`src/rtl/bram_wr_packer.sv`:
```
// Port-A write-side byte-lane packer: rotates four bytes per beat into a 32-bit BRAM word
// and issues a burst of consecutive writes. Optional per-byte mask: define PACKER_BYTE_MASK_EN.

`ifndef SELECT
`define SELECT 2
`endif

module bram_wr_packer #(
  parameter int unsigned ADDR_W = 10
) (
  input  logic                 clk,
  input  logic                 rst_n,
  input  logic                 WR_EN,
  input  logic                 start,
  input  logic [ADDR_W-1:0]    base_addr,
  input  logic [ADDR_W:0]      length,
  input  logic [`SELECT-1:0]   Sel,
  input  logic [7:0]           In1,
  input  logic [7:0]           In2,
  input  logic [7:0]           In3,
  input  logic [7:0]           In4,
`ifdef PACKER_BYTE_MASK_EN
  input  logic [3:0]           In_mask,
`endif
  input  logic                 in_valid,
  output logic                 in_ready,
  output logic [ADDR_W-1:0]    ADDR_A,
  output logic [31:0]          DIN_A,
  output logic [3:0]           WE_A,
  output logic                 EN_A,
  output logic                 busy,
  output logic                 done
);

  typedef enum logic [1:0] {StIdle, StRun, StDone} state_e;

  state_e              state_q, state_d;
  logic [ADDR_W-1:0]   addr_q, addr_d;
  logic [ADDR_W:0]     rem_q, rem_d;
  logic [ADDR_W-1:0]   addr_a_q, addr_a_d;
  logic [31:0]         din_q, din_d;
  logic [3:0]          we_q, we_d;
  logic                en_q, en_d;
  logic                done_q, done_d;

  logic [3:0]          beat_mask;
  logic [7:0]          beat [4];
  logic [31:0]         din_pack;
  logic [3:0]          we_pack;
  logic [1:0]          lane;
  logic                accept;

`ifdef PACKER_BYTE_MASK_EN
  assign beat_mask = In_mask;
`else
  assign beat_mask = 4'hF;
`endif

  assign beat[0] = In1;
  assign beat[1] = In2;
  assign beat[2] = In3;
  assign beat[3] = In4;

  // Logical byte i lands in lane (Sel + i) mod 4; mask bits follow their bytes.
  always_comb begin
    din_pack = '0;
    we_pack  = '0;
    lane     = '0;
    for (int i = 0; i < 4; i++) begin
      lane                = 2'(Sel) + 2'(i);
      din_pack[8*lane +: 8] = beat[i];
      we_pack[lane]       = beat_mask[i];
    end
  end

  assign in_ready = (state_q == StRun) && WR_EN;
  assign accept   = in_ready && in_valid;
  assign busy     = (state_q != StIdle);

  always_comb begin
    state_d  = state_q;
    addr_d   = addr_q;
    rem_d    = rem_q;
    addr_a_d = addr_a_q;
    din_d    = din_q;
    we_d     = '0;
    en_d     = 1'b0;
    done_d   = 1'b0;
    unique case (state_q)
      StIdle: begin
        if (start) begin
          if (length == '0) begin
            done_d = 1'b1;
          end else begin
            addr_d  = base_addr;
            rem_d   = length;
            state_d = StRun;
          end
        end
      end
      StRun: begin
        if (accept) begin
          en_d     = 1'b1;
          we_d     = we_pack;
          din_d    = din_pack;
          addr_a_d = addr_q;
          addr_d   = addr_q + 1'b1;
          rem_d    = rem_q - 1'b1;
          if (rem_q == (ADDR_W+1)'(1)) begin
            state_d = StDone;
            done_d  = 1'b1;
          end
        end
      end
      StDone:  state_d = StIdle;
      default: state_d = StIdle;
    endcase
  end

  always_ff @(posedge clk or negedge rst_n) begin
    if (!rst_n) begin
      state_q  <= StIdle;
      addr_q   <= '0;
      rem_q    <= '0;
      addr_a_q <= '0;
      din_q    <= '0;
      we_q     <= '0;
      en_q     <= 1'b0;
      done_q   <= 1'b0;
    end else begin
      state_q  <= state_d;
      addr_q   <= addr_d;
      rem_q    <= rem_d;
      addr_a_q <= addr_a_d;
      din_q    <= din_d;
      we_q     <= we_d;
      en_q     <= en_d;
      done_q   <= done_d;
    end
  end

  assign ADDR_A = addr_a_q;
  assign DIN_A  = din_q;
  assign WE_A   = we_q;
  assign EN_A   = en_q;
  assign done   = done_q;

endmodule

```
`config.mk`:
```
export PLATFORM = sky130hd
export DESIGN_NAME = bram_wr_packer
export DESIGN_NICKNAME = d
export VERILOG_FILES = /design/src/rtl/bram_wr_packer.sv
export SDC_FILE = /design/constraint.sdc
export NUM_CORES = 1
export LEC_CHECK = 0
export ABC_AREA = 1
export CAP_MARGIN = 10
export CORE_UTILIZATION = 52
export DETAILED_ROUTE_END_ITERATION = 10
export GPL_TIMING_DRIVEN = 0
export PLACE_DENSITY = 0.81
export SETUP_SLACK_MARGIN = 0.5
export SLEW_MARGIN = 40
export SYNTH_ARGS = -nofsm -noshare
export SYNTH_HDL_FRONTEND = slang
export SYNTH_SLANG_ARGS = --single-unit
```
`constraint.sdc`:
```
create_clock -name clk -period 1.69 [get_ports clk]
set_clock_uncertainty 0.1 [all_clocks]
set_input_delay 0.338 -clock clk [delete_from_list [all_inputs] [get_ports clk]]
set_output_delay 0.338 -clock clk [all_outputs]
set_load 0.005 [all_outputs]
```
Word level (Yosys, flattened, before mapping) --
Cells that the tools add are included.
Operators by class: shifts and indexed selects 8, muxes and demuxes 33, bitwise gates (word level) 4, equality and inequality tests 6, divide/modulo/power cells 0, multiply operators 0, reduce and logical (&&, ||, !) cells 13, magnitude comparators 8, add/sub/neg operators 9
Operators with widths (number):
- $neg A5 Y34 | 4
- $shift A8 B34 Y32 const A | 4
- $shiftx A8 B34 Y32 | 4
- $bwmux W32 | 3
- $mux W11 | 3
- $and A32 B32 Y32 | 1
- $mux W10 | 3
- $pmux W11 S2 | 1
- $pmux W10 S2 | 1
- $lt A2 B3 Y1 const B | 4
- $or A4 B4 Y4 | 3
- $eq A11 B1 Y1 const B | 1
- $logic_not A11 Y1 | 1
- $sub A11 B1 Y11 const B | 1
- $add A10 B1 Y10 const B | 1
- $mux W1 | 10
- $demux W1 S2 | 4
- $ge A2 B1 Y1 const B | 4
- $mux W2 | 4
- $mux W4 | 2
- $reduce_and A4 Y1 | 2
- $logic_and A1 B1 Y1 | 6
- $ne A2 B2 Y1 const B | 3
- $add A2 B2 Y2 const B | 2
- 8 further kinds | 9
Word-level totals: flip-flop bits (word level) 71, bits in latches 0, memories kept 0, ROM bits 0, RAM bits 0, bits of input ports 60, output and inout port bits 50

Logic depth before layout (Yosys ltp) --
depth in word-level cells 10, gate-level depth with buffers 12

Worst setup path after synthesis --
Ideal clock, no wire load.
kind input port to flip-flop, start point input Sel[0], end point register din_q[22], in the netlist DIN_A[22], data arrival time 1564 ps, path slack -54 ps, stages 11, path buffers 2, cells stage by stage inv_2 -> ha_1 -> buf_6 -> inv_4 -> nand2_2 -> nor2_4 -> buf_4 -> nand2_1 -> nand2_1 -> nor2_1 -> a2bb2oi_1
Between the ends: word-level cells in the longest chain between the ends 6, elaborated cells between the ends (all ways) 19, those cells by class add/sub: 7; shift: 8; mux: 3; bitwise: 1
Ends and longest elaborated chain:
- start: declaration | line 17 | input logic [`SELECT-1:0] Sel,
- $add A2 B1 Y2 / $neg A5 Y34 (equally long branches) | line 70, 71
- $neg A5 Y34 (tied with other cells) | line 71 | din_pack[8*lane +: 8] = beat[i];
- $shiftx A8 B34 Y32 (tied with other cells) | line 71
- $bwmux W32 (2 in a row) | line 71
- $bwmux W32 (*) | line 71
- end signal: assignment | line 135 | din_q <= din_d;
- end: declaration | line 41 | logic [31:0] din_q, din_d;
Mark *: on every way between the ends. The rest lies on a longest branch, timed or not. A chain may end at the register's enable or synchronous reset.

Final worst setup path --
start point register state_q[0], end point register done_q, in the netlist done
Between the ends: word-level cells in the longest chain between the ends 5, elaborated cells between the ends (all ways) 6, those cells by class eq/ne: 1; mux: 2; reduce/logical: 3
Ends and longest elaborated chain:
- start: declaration | line 37 | state_e state_q, state_d;
- start signal: assignment | line 122 | state_q <= StIdle;
- start signal: assignment | line 131 | state_q <= state_d;
- $eq A2 B1 Y1 | line 76, 89
- $logic_and A1 B1 Y1 | line 76 | assign in_ready = (state_q == StRun) && WR_EN;
- $logic_and A1 B1 Y1 | line 77 | assign accept = in_ready && in_valid;
- $mux W1 | line 102 | if (accept) begin
- $pmux W1 S2 (*) | line 89 | unique case (state_q)
- via done_d | line 44 | logic done_q, done_d;
- end signal: assignment | line 138 | done_q <= done_d;
- end: declaration | line 44
Mark *: on every way through the listed nets, which the timed path passes. The rest lies on a longest branch.

==> results.py <==
metrics = {
    "yosys": {
        "synth_common_cells": "sky130_fd_sc_hd__nand2_1, sky130_fd_sc_hd__inv_1, sky130_fd_sc_hd__nor2_1",
        "netlist_instances": 785,
        "synth.yosys.warnings": 0,
        "synth.yosys.seq_area_share": 0.346,
        "postSynthAreaPerCell_um2": 6.55,
        "synth.ff_latch_count": 71,
        "yosysTopAreaCellShare": 0.346,
        "mappedNetlistArea_mm2": 0.00514,
        "synth_area_leader_cell": "sky130_fd_sc_hd__dfrtp_1",
        "synth-edff-count": 0,
        "yosys.cell_types.count": 34,
        "yosys.cell_count.top_type": "sky130_fd_sc_hd__nand2_1",
        "synth_top_flop_cell": "sky130_fd_sc_hd__dfrtp_1",
        "synth-async-reset-ratio": 1.00,
        "mappedNetlistNets": 856,
        "netlist_top_cells_area": "sky130_fd_sc_hd__dfrtp_1, sky130_fd_sc_hd__nand2_1, sky130_fd_sc_hd__nand3_1",
    },
    "die": {
        "floorplan.core_area_mm2": 0.00942,
        "ios": 110,
        "design.die.area_mm2": 0.0103,
        "start_util": 0.546,
        "chipHeight_um": 101,
        "die_w_um": 101,
        "placementRows": 35,
    },
    "timing": {
        "whs_ns": 0.272,
        "maxClockFrequency_mhz": 576,
        "max_slew.worst_pin.slew_ns": 0.487,
        "max_transition_viols_final": 0,
        "finalHoldViolCount": 0,
        "final_setup_margin_ns": -0.0457,
        "setup-violations-final": 8,
        "finalCritPeriodShare": 1.03,
        "timing.max_slew.rel_slack": 0.673,
        "rsz0062_at_grt": "yes",
        "fin_crit_period_ns": 1.74,
        "finalSetupTns_ns": -0.161,
    },
    "clocking": {
        "clock_sink_count": 71,
        "cts_max_path_buffers": 2,
        "cts_root_buf": "sky130_fd_sc_hd__clkbuf_8",
        "cts_max_level": 3,
        "cts.reportedPaths.clkPinSlew_ns": 0.11,
        "tritoncts_buffers": 9,
        "source_to_sink_clock_delay_at_the_later_pin_of_the_worst_skew_pair_ns": 0.39,
        "cts_tree": "yes",
    },
    "layout": {
        "drive_above_1_share": 0.389,
        "postLayoutCellArea_mm2": 0.00824,
        "finalNetCount": 1069,
        "number_of_diodes_added_for_antenna_fixing": 0,
        "area_delta_synth_final_pct": 60.3,
        "final.fill_count": 449,
    },
    "critical_path": {
        "worst-path-max-fanout": 7,
        "cp-start-kind": "flop",
        "critPathMaxStageDelay_ns": 0.36,
        "critical_path_arrival_ns": 1.93,
        "worst-setup-path-type": "flop to flop",
        "crit_chain": "buf_6 -> nand2_8 -> nor2_8 -> nand2_8 -> clkinv_8 -> buf_8 -> buf_8 -> nand4_1 -> o21ai_1",
        "critical_path.endpoint_type": "flop",
        "crit_required_ns": 1.89,
        "cp_slowest_cell": "sky130_fd_sc_hd__dfrtp_1",
    },
    "global_route": {
        "global_route.overflow_total": 0,
        "antenna_violations_before_repair": 0,
        "largest_net_degree_at_the_start_of_global_routing": 47,
        "grtUsageTotal": 0.383,
        "grt_pass1_vias": 5683,
        "grt_first_pass_wirelength_um": 29600,
    },
    "status": {
        "status": "finished with violations",
        "failed_checks": "setup timing",
    },
    "route": {
        "routed-via-count": 7157,
        "drc": 0,
        "number_of_nets_with_antenna_violations_after_routing": 0,
        "detailedRoute.firstIterationViolations": 970,
        "drtPass1Iterations": 7,
        "post_drt_wl_per_cell_um": 22.3,
        "drt-vias-per-instance": 6.32,
        "drt-total-wl_um": 25200,
    },
    "pwr": {
        "vdd_ir_drop_max_mv": 1.09,
        "p_leak_nw": 4.16,
        "power_density_mw_per_mm2": 1420,
        "final_power_mw": 11.7,
    },
    "job": {
        "drv.max_cap_violation_count": 0,
    },
    "placed_design": {
        "place_congestion": 0.958,
        "place_area_mm2": 0.00657,
        "dp_hpwl_um": 13600,
        "port_buffers": 109,
    },
    "min_path": {
        "holdCritPathClass": "input pin to async pin",
    },
}
==> sequential cells by signal, summed over array words and instances, names as in the netlist <==
| register | count |
|---|---|
| rem_q | 11 |
| done | 1 |
| DIN_A | 32 |
| ADDR_A | 10 |
| addr_q | 10 |
| EN_A | 1 |
| WE_A | 4 |
| state_q | 2 |
==> cell usage in the layout (no fill, tap or decap), types with 3 or more instances in the layout <==
cell                              netlist  routed
sky130_fd_sc_hd__or2_2                 17      10
sky130_fd_sc_hd__inv_1                 95      76
sky130_fd_sc_hd__buf_4                  4      75
sky130_fd_sc_hd__buf_2                 10      38
sky130_fd_sc_hd__nand3_1               84      59
sky130_fd_sc_hd__dfrtp_1               71      70
sky130_fd_sc_hd__nand2_4                2       9
sky130_fd_sc_hd__a21oi_1               25      15
sky130_fd_sc_hd__ha_2                   0       4
sky130_fd_sc_hd__clkbuf_8               0      10
sky130_fd_sc_hd__inv_6                  0       5
sky130_fd_sc_hd__clkdlybuf4s50_1        0      45
sky130_fd_sc_hd__ha_1                  11       4
sky130_fd_sc_hd__dlygate4sd2_1          0       3
sky130_fd_sc_hd__nor3_1                10       9
sky130_fd_sc_hd__nand2_2                3      22
sky130_fd_sc_hd__nand2_8                0       3
sky130_fd_sc_hd__buf_6                  8      20
sky130_fd_sc_hd__a21oi_2                1      10
sky130_fd_sc_hd__or2_4                  0       7
sky130_fd_sc_hd__ha_4                   0       3
sky130_fd_sc_hd__a2bb2oi_2              0      14
sky130_fd_sc_hd__inv_4                  3       3
sky130_fd_sc_hd__clkbuf_2               0      15
sky130_fd_sc_hd__o21ai_0               24      11
sky130_fd_sc_hd__nand3_2                0      24
sky130_fd_sc_hd__nand2_1              251     222
sky130_fd_sc_hd__inv_2                  6      18
sky130_fd_sc_hd__buf_12                 0      10
sky130_fd_sc_hd__o21ai_1               20      18
sky130_fd_sc_hd__nor2_2                 7      14
sky130_fd_sc_hd__dlymetal6s2s_1         0       8
sky130_fd_sc_hd__nor2_1                86      54
sky130_fd_sc_hd__buf_8                  0       7
sky130_fd_sc_hd__nand4_1               10      10
sky130_fd_sc_hd__o21ai_2                0      14
sky130_fd_sc_hd__nor2_4                 4      29
==> critical path, delay by kind of cell (launching register included) <==
family,cells,cell delay [ns]
compound gates,1,0.18
flops,1,0.36
simple gates,4,0.49
buf+inv,4,0.52
==> routing by layer <==
metal / vias up / GRT usage / wire (um)
met2: 764 / 0.609 / 11100
li1: 2909 / - / -
met4: 0 / 0.124 / 2150
met5: - / 0 / 0
met3: 249 / 0.0994 / 3450
met1: 3235 / 0.510 / 8560
==> cells by family after synthesis <==
kind of cell / Yosys count / share of synthesized area
adders and majority gates: 11 / 0.0268
buffers and inverters: 134 / 0.116
AOI/OAI and AO/OA: 87 / 0.0974
DFF: 71 / 0.346
and+or+nand+nor: 482 / 0.414
==> cell type report <==
| type | count | area, um^2 | area share |
|---|---|---|---|
| repair buffers | 201 | 1760 | 0.213 |
| multi-input cells | 580 | 3520 | 0.428 |
| repair inverters | 1 | 8.76 | 0.00106 |
| flip-flops and latches | 71 | 1780 | 0.216 |
| plain buffers | 29 | 325 | 0.0395 |
| clock buffers | 9 | 124 | 0.0150 |
| inverters | 105 | 477 | 0.0579 |
| clock inverters | 7 | 80.1 | 0.00972 |
| well taps | 129 | 161 | 0.0196 |
==> power by group <==
group	internal [mW]	leakage, nW	switching (mW)
registers	2.48	0.872	0.720
logic	3.23	3.19	3.73
clock network	0.700	0.0968	0.808
==> through the flow <==
| step | instances | utilization | worst slack, ns |
|---|---|---|---|
| after CTS | 1063 | 0.743 | 0.0508 |
| after global routing | 1132 | 0.875 | -0.188 |
| after floorplan | 785 | - | 0.143 |
| final | 1132 | 0.875 | -0.0457 |
| after detailed placement | 1024 | 0.698 | -1.08 |
| after global placement | 1023 | 0.695 | -2.09 |
==> what timing repair did <==
action / CTS / global route
resized for setup: 229 / 233
setup endpoints to repair: 121 / 121
hold endpoints to repair: 25 / 0
gates cloned: 2 / 5
buffers inserted: 20 / 64
hold buffers: 1 / 0
pin swaps: 7 / 62
==> final timing paths <==
path	start	endpoint	slack, ns	depth (start not counted)
max in group asynchronous	rst_n	DIN_A[9]	0.67	3
max reg2reg	state_q[0]	done	-0.05	9
min	rst_n	addr_q[4]	0.27	2
min reg2reg	ADDR_A[5]	ADDR_A[5]	0.41	2
min in group clk	length[0]	rem_q[0]	0.33	5
max	state_q[0]	done	-0.05	9
Note: power is estimated with default switching activity, not from simulation.
